--- src/rtl/keypad_8bit_pkg.sv ---
// keypad_8bit shared definitions: key codes, row reset pattern,
// debounce FSM states and the (row,col) -> key code map.
package keypad_8bit_pkg;

  localparam logic [3:0] K_0    = 4'd0;
  localparam logic [3:0] K_1    = 4'd1;
  localparam logic [3:0] K_2    = 4'd2;
  localparam logic [3:0] K_3    = 4'd3;
  localparam logic [3:0] K_4    = 4'd4;
  localparam logic [3:0] K_5    = 4'd5;
  localparam logic [3:0] K_6    = 4'd6;
  localparam logic [3:0] K_7    = 4'd7;
  localparam logic [3:0] K_8    = 4'd8;
  localparam logic [3:0] K_9    = 4'd9;
  localparam logic [3:0] K_A    = 4'd10;
  localparam logic [3:0] K_B    = 4'd11;
  localparam logic [3:0] K_C    = 4'd12;
  localparam logic [3:0] K_D    = 4'd13;
  localparam logic [3:0] K_STAR = 4'd14;
  localparam logic [3:0] K_HASH = 4'd15;

  localparam logic [3:0] ROW_RST = 4'b1110;

  typedef enum logic {
    DB_IDLE,
    DB_HELD
  } db_state_e;

  // idx = 4*row + col
  function automatic logic [3:0] key_code(
    input logic [3:0] idx
  );
    logic [3:0] k;
    unique case (idx)
      4'd0:  k = K_1;
      4'd1:  k = K_2;
      4'd2:  k = K_3;
      4'd3:  k = K_A;
      4'd4:  k = K_4;
      4'd5:  k = K_5;
      4'd6:  k = K_6;
      4'd7:  k = K_B;
      4'd8:  k = K_7;
      4'd9:  k = K_8;
      4'd10: k = K_9;
      4'd11: k = K_C;
      4'd12: k = K_STAR;
      4'd13: k = K_0;
      4'd14: k = K_HASH;
      4'd15: k = K_D;
    endcase
    return k;
  endfunction

endpackage

--- src/rtl/keypad_8bit_if.sv ---
// keypad_8bit pin bundle: COL in, ROW out (active-low),
// ENTRY/BIN_OUT values, VALID pulse, sticky ERR.
interface keypad_8bit_if;

  logic [3:0] COL;
  logic [3:0] ROW;
  logic [7:0] ENTRY;
  logic [7:0] BIN_OUT;
  logic       VALID;
  logic       ERR;

  modport master (
    input  COL,
    output ROW,
    output ENTRY,
    output BIN_OUT,
    output VALID,
    output ERR
  );

  modport slave (
    output COL,
    input  ROW,
    input  ENTRY,
    input  BIN_OUT,
    input  VALID,
    input  ERR
  );

endinterface

--- src/rtl/keypad_8bit_key_debounce.sv ---
// Full-scan snapshot -> single-key detect -> debounce FSM.
// Ports: CLK, CLR_N, scan_done, scan_n (active-low), key, key_stb.
module keypad_8bit_key_debounce
  import keypad_8bit_pkg::*;
#(
  parameter int DEBOUNCE_SCANS = 4
) (
  input  logic        CLK,
  input  logic        CLR_N,
  input  logic        scan_done,
  input  logic [15:0] scan_n,
  output logic [3:0]  key,
  output logic        key_stb
);

  localparam int CW = $clog2(DEBOUNCE_SCANS + 1);
  localparam logic [CW-1:0] CNT_MAX =
    CW'(DEBOUNCE_SCANS);

  db_state_e     state_q, state_d;
  logic [CW-1:0] cnt_q, cnt_d;
  logic [3:0]    last_q;
  logic [3:0]    key_q;
  logic          stb_q;
  logic          fire;

  logic [15:0] pressed;
  logic        single;
  logic [3:0]  idx;

  assign pressed = ~scan_n;
  assign single  = (pressed != '0) &&
    ((pressed & (pressed - 16'd1)) == '0);

  always_comb begin
    idx = '0;
    for (int i = 0; i < 16; i++)
      if (pressed[i]) idx = 4'(i);
  end

  always_ff @(posedge CLK) begin
    if (!CLR_N) begin
      state_q <= DB_IDLE;
      cnt_q   <= '0;
      last_q  <= '0;
      key_q   <= K_0;
      stb_q   <= 1'b0;
    end else begin
      stb_q <= fire;
      if (scan_done) begin
        state_q <= state_d;
        cnt_q   <= cnt_d;
        last_q  <= idx;
      end
      if (fire) key_q <= key_code(idx);
    end
  end

  // cnt counts matching scans in IDLE and
  // all-released scans in HELD
  always_comb begin
    state_d = state_q;
    cnt_d   = cnt_q;
    unique case (state_q)
      DB_IDLE: begin
        if (single) begin
          if (cnt_q != '0 && idx == last_q)
            cnt_d = cnt_q + CW'(1);
          else
            cnt_d = CW'(1);
          if (cnt_d == CNT_MAX) begin
            state_d = DB_HELD;
            cnt_d   = '0;
          end
        end else begin
          cnt_d = '0;
        end
      end
      DB_HELD: begin
        if (pressed == '0) begin
          cnt_d = cnt_q + CW'(1);
          if (cnt_d == CNT_MAX) begin
            state_d = DB_IDLE;
            cnt_d   = '0;
          end
        end else begin
          cnt_d = '0;
        end
      end
    endcase
  end

  always_comb begin
    fire = scan_done &&
      state_q == DB_IDLE &&
      state_d == DB_HELD;
  end

  assign key     = key_q;
  assign key_stb = stb_q;

endmodule

--- src/rtl/keypad_8bit.sv ---
// 4x4 keypad scanner + decimal accumulator; optional macro
// KEYPAD_BACKSPACE_EN makes 'D' a backspace. Ports: CLK, CLR_N, kp.
module keypad_8bit
  import keypad_8bit_pkg::*;
#(
  parameter int SCAN_MODULO    = 500000,
  parameter int SCAN_W         = 27,
  parameter int DEBOUNCE_SCANS = 4
) (
  input logic           CLK,
  input logic           CLR_N,
  keypad_8bit_if.master kp
);

  logic [SCAN_W-1:0] pre_q;
  logic              ce;
  logic [1:0]        row_q;
  logic [3:0]        row_drv_q;
  logic [3:0]        col_s1, col_s2;
  logic [11:0]       snap_q;
  logic              scan_done;

  logic [3:0]  key;
  logic        key_stb;
  logic [7:0]  entry_q;
  logic [1:0]  dcnt_q;
  logic        err_q;
  logic [7:0]  bin_q;
  logic        valid_q;
  logic [11:0] prod;
  logic        is_digit;

  assign ce = (pre_q == SCAN_W'(SCAN_MODULO - 1));
  assign scan_done = ce && (row_q == 2'd3);

  always_ff @(posedge CLK) begin
    if (!CLR_N) begin
      pre_q     <= '0;
      row_q     <= '0;
      row_drv_q <= ROW_RST;
      col_s1    <= 4'hF;
      col_s2    <= 4'hF;
      snap_q    <= '1;
    end else begin
      col_s1 <= kp.COL;
      col_s2 <= col_s1;
      pre_q  <= ce ? '0 : pre_q + SCAN_W'(1);
      if (ce) begin
        row_q     <= row_q + 2'd1;
        row_drv_q <= {row_drv_q[2:0], row_drv_q[3]};
        unique case (row_q)
          2'd0: snap_q[3:0]  <= col_s2;
          2'd1: snap_q[7:4]  <= col_s2;
          2'd2: snap_q[11:8] <= col_s2;
          default: ;
        endcase
      end
    end
  end

  // row 3 is consumed straight from the synchroniser
  keypad_8bit_key_debounce #(
    .DEBOUNCE_SCANS(DEBOUNCE_SCANS)
  ) u_db (
    .CLK      (CLK),
    .CLR_N    (CLR_N),
    .scan_done(scan_done),
    .scan_n   ({col_s2, snap_q}),
    .key      (key),
    .key_stb  (key_stb)
  );

  assign prod     = 12'(entry_q) * 12'd10 + 12'(key);
  assign is_digit = (key <= K_9);

  always_ff @(posedge CLK) begin
    if (!CLR_N) begin
      entry_q <= '0;
      dcnt_q  <= '0;
      err_q   <= 1'b0;
      bin_q   <= '0;
      valid_q <= 1'b0;
    end else begin
      valid_q <= 1'b0;
      if (key_stb) begin
        unique case (1'b1)
          is_digit: begin
            if (dcnt_q != 2'd3 &&
                prod <= 12'd255) begin
              entry_q <= prod[7:0];
              dcnt_q  <= dcnt_q + 2'd1;
            end else begin
              err_q <= 1'b1;
            end
          end
          (key == K_STAR): begin
            entry_q <= '0;
            dcnt_q  <= '0;
            err_q   <= 1'b0;
          end
          (key == K_HASH): begin
            bin_q   <= entry_q;
            valid_q <= 1'b1;
            entry_q <= '0;
            dcnt_q  <= '0;
            err_q   <= 1'b0;
          end
`ifdef KEYPAD_BACKSPACE_EN
          (key == K_D): begin
            if (dcnt_q != 2'd0) begin
              entry_q <= entry_q / 8'd10;
              dcnt_q  <= dcnt_q - 2'd1;
            end
          end
`endif
          default: ;
        endcase
      end
    end
  end

  assign kp.ROW     = row_drv_q;
  assign kp.ENTRY   = entry_q;
  assign kp.BIN_OUT = bin_q;
  assign kp.VALID   = valid_q;
  assign kp.ERR     = err_q;

endmodule

--- src/flat_wrapper.sv ---
// flat-port wrapper written by rule: the top's interface ports become plain ports
module keypad_8bit_flat import keypad_8bit_pkg::*;
#(
  parameter int SCAN_MODULO    = 500000,
  parameter int SCAN_W         = 27,
  parameter int DEBOUNCE_SCANS = 4
)
  (CLK, CLR_N, kp_COL, kp_ROW, kp_ENTRY, kp_BIN_OUT, kp_VALID, kp_ERR);
  keypad_8bit_if kp_i ();
  input logic CLK;
  input logic CLR_N;
  input wire logic [$bits(kp_i.COL)-1:0] kp_COL;
  output wire logic [$bits(kp_i.ROW)-1:0] kp_ROW;
  output wire logic [$bits(kp_i.ENTRY)-1:0] kp_ENTRY;
  output wire logic [$bits(kp_i.BIN_OUT)-1:0] kp_BIN_OUT;
  output wire logic [$bits(kp_i.VALID)-1:0] kp_VALID;
  output wire logic [$bits(kp_i.ERR)-1:0] kp_ERR;
  assign kp_i.COL = kp_COL;
  assign kp_ROW = kp_i.ROW;
  assign kp_ENTRY = kp_i.ENTRY;
  assign kp_BIN_OUT = kp_i.BIN_OUT;
  assign kp_VALID = kp_i.VALID;
  assign kp_ERR = kp_i.ERR;
  keypad_8bit #(.SCAN_MODULO(SCAN_MODULO), .SCAN_W(SCAN_W), .DEBOUNCE_SCANS(DEBOUNCE_SCANS)) u_core (.CLK(CLK), .CLR_N(CLR_N), .kp(kp_i));
endmodule
--- config.mk ---
export PLATFORM = sky130hd
export DESIGN_NAME = keypad_8bit_flat
export DESIGN_NICKNAME = d
export VERILOG_FILES = /design/src/rtl/keypad_8bit_pkg.sv /design/src/rtl/keypad_8bit_if.sv /design/src/rtl/keypad_8bit_key_debounce.sv /design/src/rtl/keypad_8bit.sv /design/src/flat_wrapper.sv
export SDC_FILE = /design/constraint.sdc
export NUM_CORES = 1
export LEC_CHECK = 0
export BUFFER_PORTS_ARGS = -buffer_cell sky130_fd_sc_hd__buf_2
export CAP_MARGIN = 0
export CORE_UTILIZATION = 55
export DETAILED_ROUTE_END_ITERATION = 6
export GPL_ROUTABILITY_DRIVEN = 0
export PLACE_DENSITY = 0.74
export SLEW_MARGIN = 25
export SYNTH_ARGS = -nofsm -noshare
export SYNTH_HDL_FRONTEND = slang
export SYNTH_HIERARCHICAL = 1
export SYNTH_SLANG_ARGS = --single-unit
--- constraint.sdc ---
create_clock -name CLK -period 2.6 [get_ports CLK]
set_input_delay 0.52 -clock CLK [delete_from_list [all_inputs] [get_ports CLK]]
set_output_delay 0.52 -clock CLK [all_outputs]
set_load 0.05 [all_outputs]
==> After elaboration in Yosys (flattened, before gate mapping) <==
Memory sizes are Yosys's and may differ from the RTL's. A register that Yosys moved wholly into a read port is not among the register bits.
Cells that the tools add are included.
{ "totals": {"input_bits": 6, "elab_cells": 100, "latchBits": 0, "mem_count": 1, "regBits": 82, "romBits": 64, "ramBits": 0, "out_inout_bits": 22} }
{ "classes": {"muxes": 35, "div_mod_pow": 0, "addsub": 6, "reduce_logical": 22, "mul": 1, "n_eq_ne": 12, "shift": 0, "bitwise": 4, "order_cmp": 2} }
{ "memory_table": {"columns": ["memory", "depth", "width", "read_ports", "rd_ports_with_merged_regs", "write_ports", "line", "source"], "rows": [
  ["(name not given)", 16, 4, 1, 1, 0, "keypad_8bit_pkg.sv:34", "unique case (idx)"]
]} }
{ "ops": {"columns": ["cell", "count"], "rows": [
  ["$mux 4", 13],
  ["$logic_not 16->1", 2],
  ["$add 27x1->27 const B", 1],
  ["$eq 27x19->1 const B", 1],
  ["$mux 3", 7],
  ["$and 16x16->16", 1],
  ["$not 16->16", 1],
  ["$pmux 8 s2", 1],
  ["$reduce_bool 16->1", 1],
  ["$sub 16x1->16 const B", 1],
  ["$add 12x4->12", 1],
  ["$le 12x8->1 const B", 1],
  ["$mul 8x3->11 const B", 1],
  ["$reduce_and 2->1", 5],
  ["$eq 4x4->1 const B", 2],
  ["$mux 8", 1],
  ["$mux 1", 7],
  ["$eq 3x3->1 const B", 2],
  ["$logic_and 1x1->1", 6],
  ["$ne 2x2->1 const B", 3],
  ["$pmux 3 s2", 1],
  ["$reduce_and 3->1", 2],
  ["$add 2x1->2 const B", 2],
  ["$eq 2x2->1 const B", 2],
  ["13 further kinds", 17]
]} }

==> Logic depth before layout (Yosys ltp) <==
{ "logic_depth": {"depth_word": 26, "depth_mapped": 11, "depth_no_buf": 10} }

==> Cells and area by module <==
The synthesis kept the hierarchy.
{ "modules_own_cells": {"columns": ["mod", "area_each_um2", "cells_per_inst", "n_inst", "seq_area_each_um2"], "rows": [
  ["keypad_8bit", 3375.7, 367, 1, 1461.4],
  ["keypad_8bit_key_debounce", 1223.7, 160, 1, 260.2]
]} }

==> Worst setup path before layout <==
OpenSTA, ideal clock, no wires.
{ "synth_timing": {"path_kind": "reg-to-reg", "start": "reg u_core.entry_q[1] (netlist: u_core/kp.ENTRY[1])", "end": "reg u_core.entry_q[7] (netlist: u_core/kp.ENTRY[7])", "slack_ns": -0.266, "required_time_ns": 2.483, "path_stages_with_launch": 11, "n_path_buf": 1, "arrival_time_ns": 2.749, "synth_period_minus_slack_ns": 2.866, "setup_time_ns": 0.117, "path_cell_list": "dfxtp_1 -> ha_1 -> ha_1 -> inv_1 -> fa_1 -> nor2b_1 -> o21a_1 -> a31oi_1 -> o211a_1 -> buf_6 -> a32o_1"} }
{ "synth_via": {"elab_chain_cells": 6, "elab_cells_between_ends": 8, "classes_between": "add/sub: 1; mul: 1; order compare: 1; eq/ne: 1; mux: 2; reduce/logical: 2"} }
{ "synth_rtl": {"columns": ["item", "line", "source"], "rows": [
  ["from (decl)", "keypad_8bit.sv:25", "logic [7:0] entry_q;"],
  ["from (signal assigned)", "keypad_8bit.sv:90", "entry_q <= prod[7:0];"],
  ["$mul 8x3->11 *", "keypad_8bit.sv:73", "assign prod = 12'(entry_q) * 12'd10 + 12'(key);"],
  ["$add 12x4->12 *", "keypad_8bit.sv:73", null],
  ["$le 12x8->1", "keypad_8bit.sv:89", "prod <= 12'd255) begin"],
  ["$logic_and 1x1->1", "keypad_8bit.sv:88", "if (dcnt_q != 2'd3 &&"],
  ["$ne 2x2->1 (no line)", null, null],
  ["$reduce_and 3->1 (no line)", null, null]
]} }
Every way passes the cells marked *; elsewhere a longest branch is shown, timed or not. The select of a mux whose other input is x is not followed.
A chain may end at the register's enable or synchronous reset.

==> Final worst setup path <==
{ "layout_timing": {"start": "reg u_core.entry_q[3] (netlist: u_core/kp.ENTRY[3])", "end": "reg u_core.entry_q[7] (netlist: u_core/kp.ENTRY[7])"} }
The elaborated chain is that of the path after synthesis.

==> flow_summary.html <==
<table>
<tr><th>Metric</th><th>Value</th></tr>
<tr><th colspan="2">Outcome</th></tr>
<tr><td>Outcome</td><td>finished clean</td></tr>
<tr><th colspan="2">Layout</th></tr>
<tr><td>Cell area after layout</td><td>around 5300 µm²</td></tr>
<tr><td>Layout Area Growth over Synthesis</td><td>15.1%</td></tr>
<tr><td>Nets</td><td>approximately 600</td></tr>
<tr><td>Share of layout cells above drive strength 1</td><td>0.191</td></tr>
<tr><td>Antenna diode count</td><td>0</td></tr>
<tr><td>Final Instance Count excl. Fillers</td><td>674</td></tr>
<tr><th colspan="2">Clocking</th></tr>
<tr><td>Sink Count</td><td>between 80 and 90</td></tr>
<tr><td>Buffer levels on the longest clock path</td><td>2</td></tr>
<tr><td>Level count of the clock H-tree</td><td>3</td></tr>
<tr><td>Clock-pin slew of the registers on the worst-case setup and hold paths</td><td>~90 ps</td></tr>
<tr><td>Latest clock arrival within the worst-skew pair</td><td>350 ps</td></tr>
<tr><td>Num CTS Buffers</td><td>9</td></tr>
<tr><td>CTS tree</td><td>yes</td></tr>
<tr><td># hold bufs at CTS</td><td>0</td></tr>
<tr><td>Buffer cell driving the clock tree root</td><td>sky130_fd_sc_hd__clkbuf_8</td></tr>
<tr><th colspan="2">Yosys</th></tr>
<tr><td>Cell accounting for the most synthesized area</td><td>sky130_fd_sc_hd__dfxtp_1</td></tr>
<tr><td>Net count after synthesis</td><td>~560</td></tr>
<tr><td>Number of enable flip-flop cells after synthesis</td><td>0</td></tr>
<tr><td>Post-synthesis sequential element count</td><td>86</td></tr>
<tr><td>Most common flop cell mapped by yosys</td><td>sky130_fd_sc_hd__dfxtp_1</td></tr>
<tr><td>Cell count after synthesis</td><td>about 530</td></tr>
<tr><td>Largest cells by area after synthesis</td><td>sky130_fd_sc_hd__dfxtp_1, sky130_fd_sc_hd__ha_1, sky130_fd_sc_hd__nand2_1</td></tr>
<tr><td>Number of distinct standard cells referenced by the synthesized netlist</td><td>65</td></tr>
<tr><td>Mean Syn Cell Area</td><td>8.73 µm²</td></tr>
<tr><td>Sequential area share after synthesis</td><td>0.374</td></tr>
<tr><td>Mapped cell area</td><td>4600 µm²</td></tr>
<tr><td>Synth async-reset ratio</td><td>0</td></tr>
<tr><td>Yosys warning total</td><td>6</td></tr>
<tr><td>Proportion of netlist area held by the largest area contributor</td><td>0.374</td></tr>
<tr><th colspan="2">Placed design</th></tr>
<tr><td>Pre-CTS setup slack</td><td>-89.8 ps</td></tr>
<tr><td>HPWL after detailed placement</td><td>between 7 and 8 mm</td></tr>
<tr><td>Number of cells in the design after placement</td><td>approximately 660</td></tr>
<tr><td>Placement-stage cell area</td><td>between 4000 and 5000 µm²</td></tr>
<tr><td># port buffers</td><td>27</td></tr>
<tr><th colspan="2">Worst hold path</th></tr>
<tr><td>Class of the tightest hold or removal check</td><td>in -&gt; reg</td></tr>
<tr><td>Worst Hold Path Cells</td><td>2</td></tr>
<tr><td>Launch point of the worst hold path</td><td>kp_COL[3]</td></tr>
<tr><td>Worst Hold Endpoint</td><td>u_core/col_s1[3]</td></tr>
<tr><th colspan="2">Timing</th></tr>
<tr><td>Slew of the pin with the lowest slew margin</td><td>499 ps</td></tr>
<tr><td>Fmax</td><td>386 MHz</td></tr>
<tr><td>Setup TNS after final layout</td><td>0 ps</td></tr>
<tr><td>Worst Skew</td><td>9.90 ps</td></tr>
<tr><td>Hold violation total from the final report</td><td>0</td></tr>
<tr><td>Pins Over Slew Limit</td><td>0</td></tr>
<tr><td>Final setup fails</td><td>0</td></tr>
<tr><td>Minimum clock period</td><td>~2600 ps</td></tr>
<tr><td>Final period utilization</td><td>0.997</td></tr>
<tr><td>Worst setup margin</td><td>slightly above 8 ps</td></tr>
<tr><td>Tightest slew margin relative to the limit</td><td>0.668</td></tr>
<tr><th colspan="2">Flow run</th></tr>
<tr><td>Max-capacitance violation count</td><td>0</td></tr>
<tr><th colspan="2">GRT</th></tr>
<tr><td>Pin count of the biggest net entering global routing</td><td>28</td></tr>
<tr><td>Vias in the first global route</td><td>around 3,600</td></tr>
<tr><td>Overall Global Routing Usage</td><td>0.239</td></tr>
<tr><td>Residual overflow from global routing</td><td>0</td></tr>
<tr><td>Initial antenna violation count</td><td>0</td></tr>
<tr><td>Global-route wire length before repair</td><td>~17 mm</td></tr>
<tr><th colspan="2">Pwr</th></tr>
<tr><td>Cell Pwr Density</td><td>455 nW/µm²</td></tr>
<tr><td>Static leakage</td><td>~2.3 nW</td></tr>
<tr><td>VDD IR max</td><td>around 0.35 mV</td></tr>
<tr><th colspan="2">Floorplan</th></tr>
<tr><td>Die boundary height</td><td>93.4 µm</td></tr>
<tr><td>Ports placed on the boundary</td><td>28</td></tr>
<tr><td>Starting utilization of the core area</td><td>0.583</td></tr>
<tr><td>CORE AREA</td><td>around 7900 µm²</td></tr>
<tr><td>FP Rows</td><td>32</td></tr>
<tr><td>Chip Width</td><td>around 93 µm</td></tr>
<tr><td>Die footprint</td><td>8730 µm²</td></tr>
<tr><th colspan="2">Worst setup path</th></tr>
<tr><td>Top fanout value on the critical path</td><td>3</td></tr>
<tr><td>Minimum setup slack among reg-to-reg paths</td><td>8 ps</td></tr>
<tr><td>Critical path capture point type</td><td>flip-flop</td></tr>
<tr><td>Start of the worst register-to-register path</td><td>u_core/kp.ENTRY[3]</td></tr>
<tr><td>Crit path DAT</td><td>2870 ps</td></tr>
<tr><td>Setup crit start kind</td><td>flip-flop</td></tr>
<tr><td>Kind of critical path</td><td>reg -&gt; reg</td></tr>
<tr><td>Required time at the endpoint of the critical path</td><td>between 2000 and 3000 ps</td></tr>
<tr><td>Count of cells along the worst register-to-register path</td><td>11</td></tr>
<tr><td>Critical R2R Capture</td><td>u_core/kp.ENTRY[7]</td></tr>
<tr><th colspan="2">Route</th></tr>
<tr><td>Number of remaining DRC errors</td><td>0</td></tr>
<tr><td>First DRT Iteration DRCs</td><td>around 160</td></tr>
<tr><td>Final ANT Viol Nets</td><td>0</td></tr>
<tr><td>Final wirelength</td><td>10.4 mm</td></tr>
<tr><td>Number of vias per cell after detailed routing</td><td>between 5 and 6</td></tr>
<tr><td>First-pass detailed-route iteration total</td><td>4</td></tr>
<tr><td>Via count</td><td>between 3,000 and 4,000</td></tr>
<tr><td>Mean routed wirelength per cell</td><td>around 15 µm</td></tr>
</table>
[worst max path at each step]
| stage | end | from |
|---|---|---|
| global placement | u_core/dcnt_q[0] | u_core/kp.ENTRY[1] |
| CTS | u_core/kp.ENTRY[0] | u_core/kp.ENTRY[3] |
| global route | u_core/dcnt_q[1] | u_core/kp.ENTRY[3] |
| floorplan | u_core/kp.ENTRY[7] | u_core/kp.ENTRY[6] |
| finish | u_core/kp.ENTRY[7] | u_core/kp.ENTRY[3] |
| detailed placement | u_core/kp.ENTRY[6] | u_core/kp.ENTRY[1] |
[kinds of logic after synthesis]
kind of cell,Yosys count,synth area share
compound gates,79,0.122
xor+xnor,34,0.0647
fa+ha+maj,33,0.0919
buf+inv,47,0.0446
flops,86,0.374
mux,19,0.0413
simple gates,229,0.261
[area by class of cell]
type	instances	area, µm²
clock buffers	10	138
inverters	26	97.6
repair buffers	49	300
clock inverters	6	68.8
fillers	630	2590
multi-input cells	395	2830
flip-flops and latches	86	1730
well taps	102	128
[critical path: stages, from the launching register on]
cell and delay, ps:
sky130_fd_sc_hd__dfxtp_4 360, sky130_fd_sc_hd__ha_4 270, sky130_fd_sc_hd__ha_4 120, sky130_fd_sc_hd__inv_1 60, sky130_fd_sc_hd__fa_2 370, sky130_fd_sc_hd__buf_4 160, sky130_fd_sc_hd__xnor2_2 180, sky130_fd_sc_hd__buf_4 160
sky130_fd_sc_hd__nor3b_1 260, sky130_fd_sc_hd__xnor2_1 110, sky130_fd_sc_hd__a311oi_1 290, sky130_fd_sc_hd__a32o_1 190
[cells in the final DEF, fill, tap and decap left out, types with 3 or more instances in the layout]
cell and count:
sky130_fd_sc_hd__and3_1 6, sky130_fd_sc_hd__a21oi_1 15, sky130_fd_sc_hd__nor3_1 4, sky130_fd_sc_hd__a31oi_1 4
sky130_fd_sc_hd__nor2b_1 4, sky130_fd_sc_hd__o22ai_2 4, sky130_fd_sc_hd__xnor2_1 16, sky130_fd_sc_hd__a21o_1 3
sky130_fd_sc_hd__o211ai_1 4, sky130_fd_sc_hd__dfxtp_1 80, sky130_fd_sc_hd__dfxtp_2 4, sky130_fd_sc_hd__xor2_1 15
sky130_fd_sc_hd__o21ai_0 16, sky130_fd_sc_hd__nand2b_1 12, sky130_fd_sc_hd__ha_1 25, sky130_fd_sc_hd__and4_1 6
sky130_fd_sc_hd__o22ai_1 4, sky130_fd_sc_hd__clkbuf_8 10, sky130_fd_sc_hd__nand3_1 41, sky130_fd_sc_hd__and2_1 5
sky130_fd_sc_hd__or3_1 4, sky130_fd_sc_hd__mux2i_1 19, sky130_fd_sc_hd__nand4_1 12, sky130_fd_sc_hd__buf_4 22
sky130_fd_sc_hd__nand2_1 60, sky130_fd_sc_hd__a211oi_1 3, sky130_fd_sc_hd__buf_2 27, sky130_fd_sc_hd__o2111ai_1 3
sky130_fd_sc_hd__nor4_1 5, sky130_fd_sc_hd__nor2_1 49, sky130_fd_sc_hd__inv_1 26
[power breakdown]
group	switching, mW	internal, mW	leakage [nW]
Combinational	0.0700	0.0407	1.54
Sequential	0.0106	1.32	0.699
Clock	0.490	0.476	0.0994
Total	0.571	1.84	2.34
[through the flow]
stage	hold slack, ps	power [mW]	util
6_report	354	2.41	0.671
5_1_grt	348	2.51	0.671
4_1_cts	336	2.43	0.655
3_5_place_dp	394	1.47	0.625
3_3_place_gp	392	1.47	0.625
2_1_floorplan	386	1.45	-
[Yosys cell counts (4+ instances only)]
master                     instances
sky130_fd_sc_hd__nand2b_1         13
sky130_fd_sc_hd__buf_2             8
sky130_fd_sc_hd__nor4_1            5
sky130_fd_sc_hd__o21ai_0          16
sky130_fd_sc_hd__xnor2_1          18
sky130_fd_sc_hd__or3_1             4
sky130_fd_sc_hd__and3_1            6
sky130_fd_sc_hd__and2_1            5
sky130_fd_sc_hd__mux2i_1          19
sky130_fd_sc_hd__nor2_1           50
sky130_fd_sc_hd__o22ai_1           8
sky130_fd_sc_hd__nor3_1            5
sky130_fd_sc_hd__dfxtp_1          86
sky130_fd_sc_hd__nand2_1          60
sky130_fd_sc_hd__a31oi_1           5
sky130_fd_sc_hd__nand3_1          41
sky130_fd_sc_hd__a21oi_1          16
sky130_fd_sc_hd__ha_1             29
sky130_fd_sc_hd__xor2_1           16
sky130_fd_sc_hd__and4_1            6
sky130_fd_sc_hd__o211ai_1          4
sky130_fd_sc_hd__nor2b_1           4
sky130_fd_sc_hd__inv_1            26
sky130_fd_sc_hd__clkbuf_1          7
sky130_fd_sc_hd__nand4_1          12
[routing by layer]
| layer | share of wire | vias to the layer above | routed length [µm] | GRT usage |
|---|---|---|---|---|
| met5 | 0 | - | 0 | 0 |
| met4 | 0.011 | 0 | 114 | 0.0769 |
| met3 | 0.045 | 10 | 465 | 0.0447 |
| met2 | 0.49 | 96 | 5110 | 0.398 |
| met1 | 0.45 | 1899 | 4730 | 0.313 |
| li1 | - | 1942 | - | - |
[flip-flops by register name, summed over array words and instances (netlist names), 3 cells and up]
signal / flops
u_core/col_s1: 4
u_core/col_s2: 4
u_core/kp.BIN_OUT: 8
u_core/kp.ENTRY: 8
u_core/kp.ROW: 4
u_core/pre_q: 27
u_core/snap_q: 12
u_core/u_db/cnt_q: 3
u_core/u_db/key: 4
u_core/u_db/last_q: 4
[timing repair]
action / CTS / global route
pin swaps: 2 / 9
cloned: 0 / 1
gates resized for setup: 6 / 17
setup endpoints to repair: 10 / 15
buffers inserted: 0 / 2
Note: power is estimated with default switching activity, not from simulation.
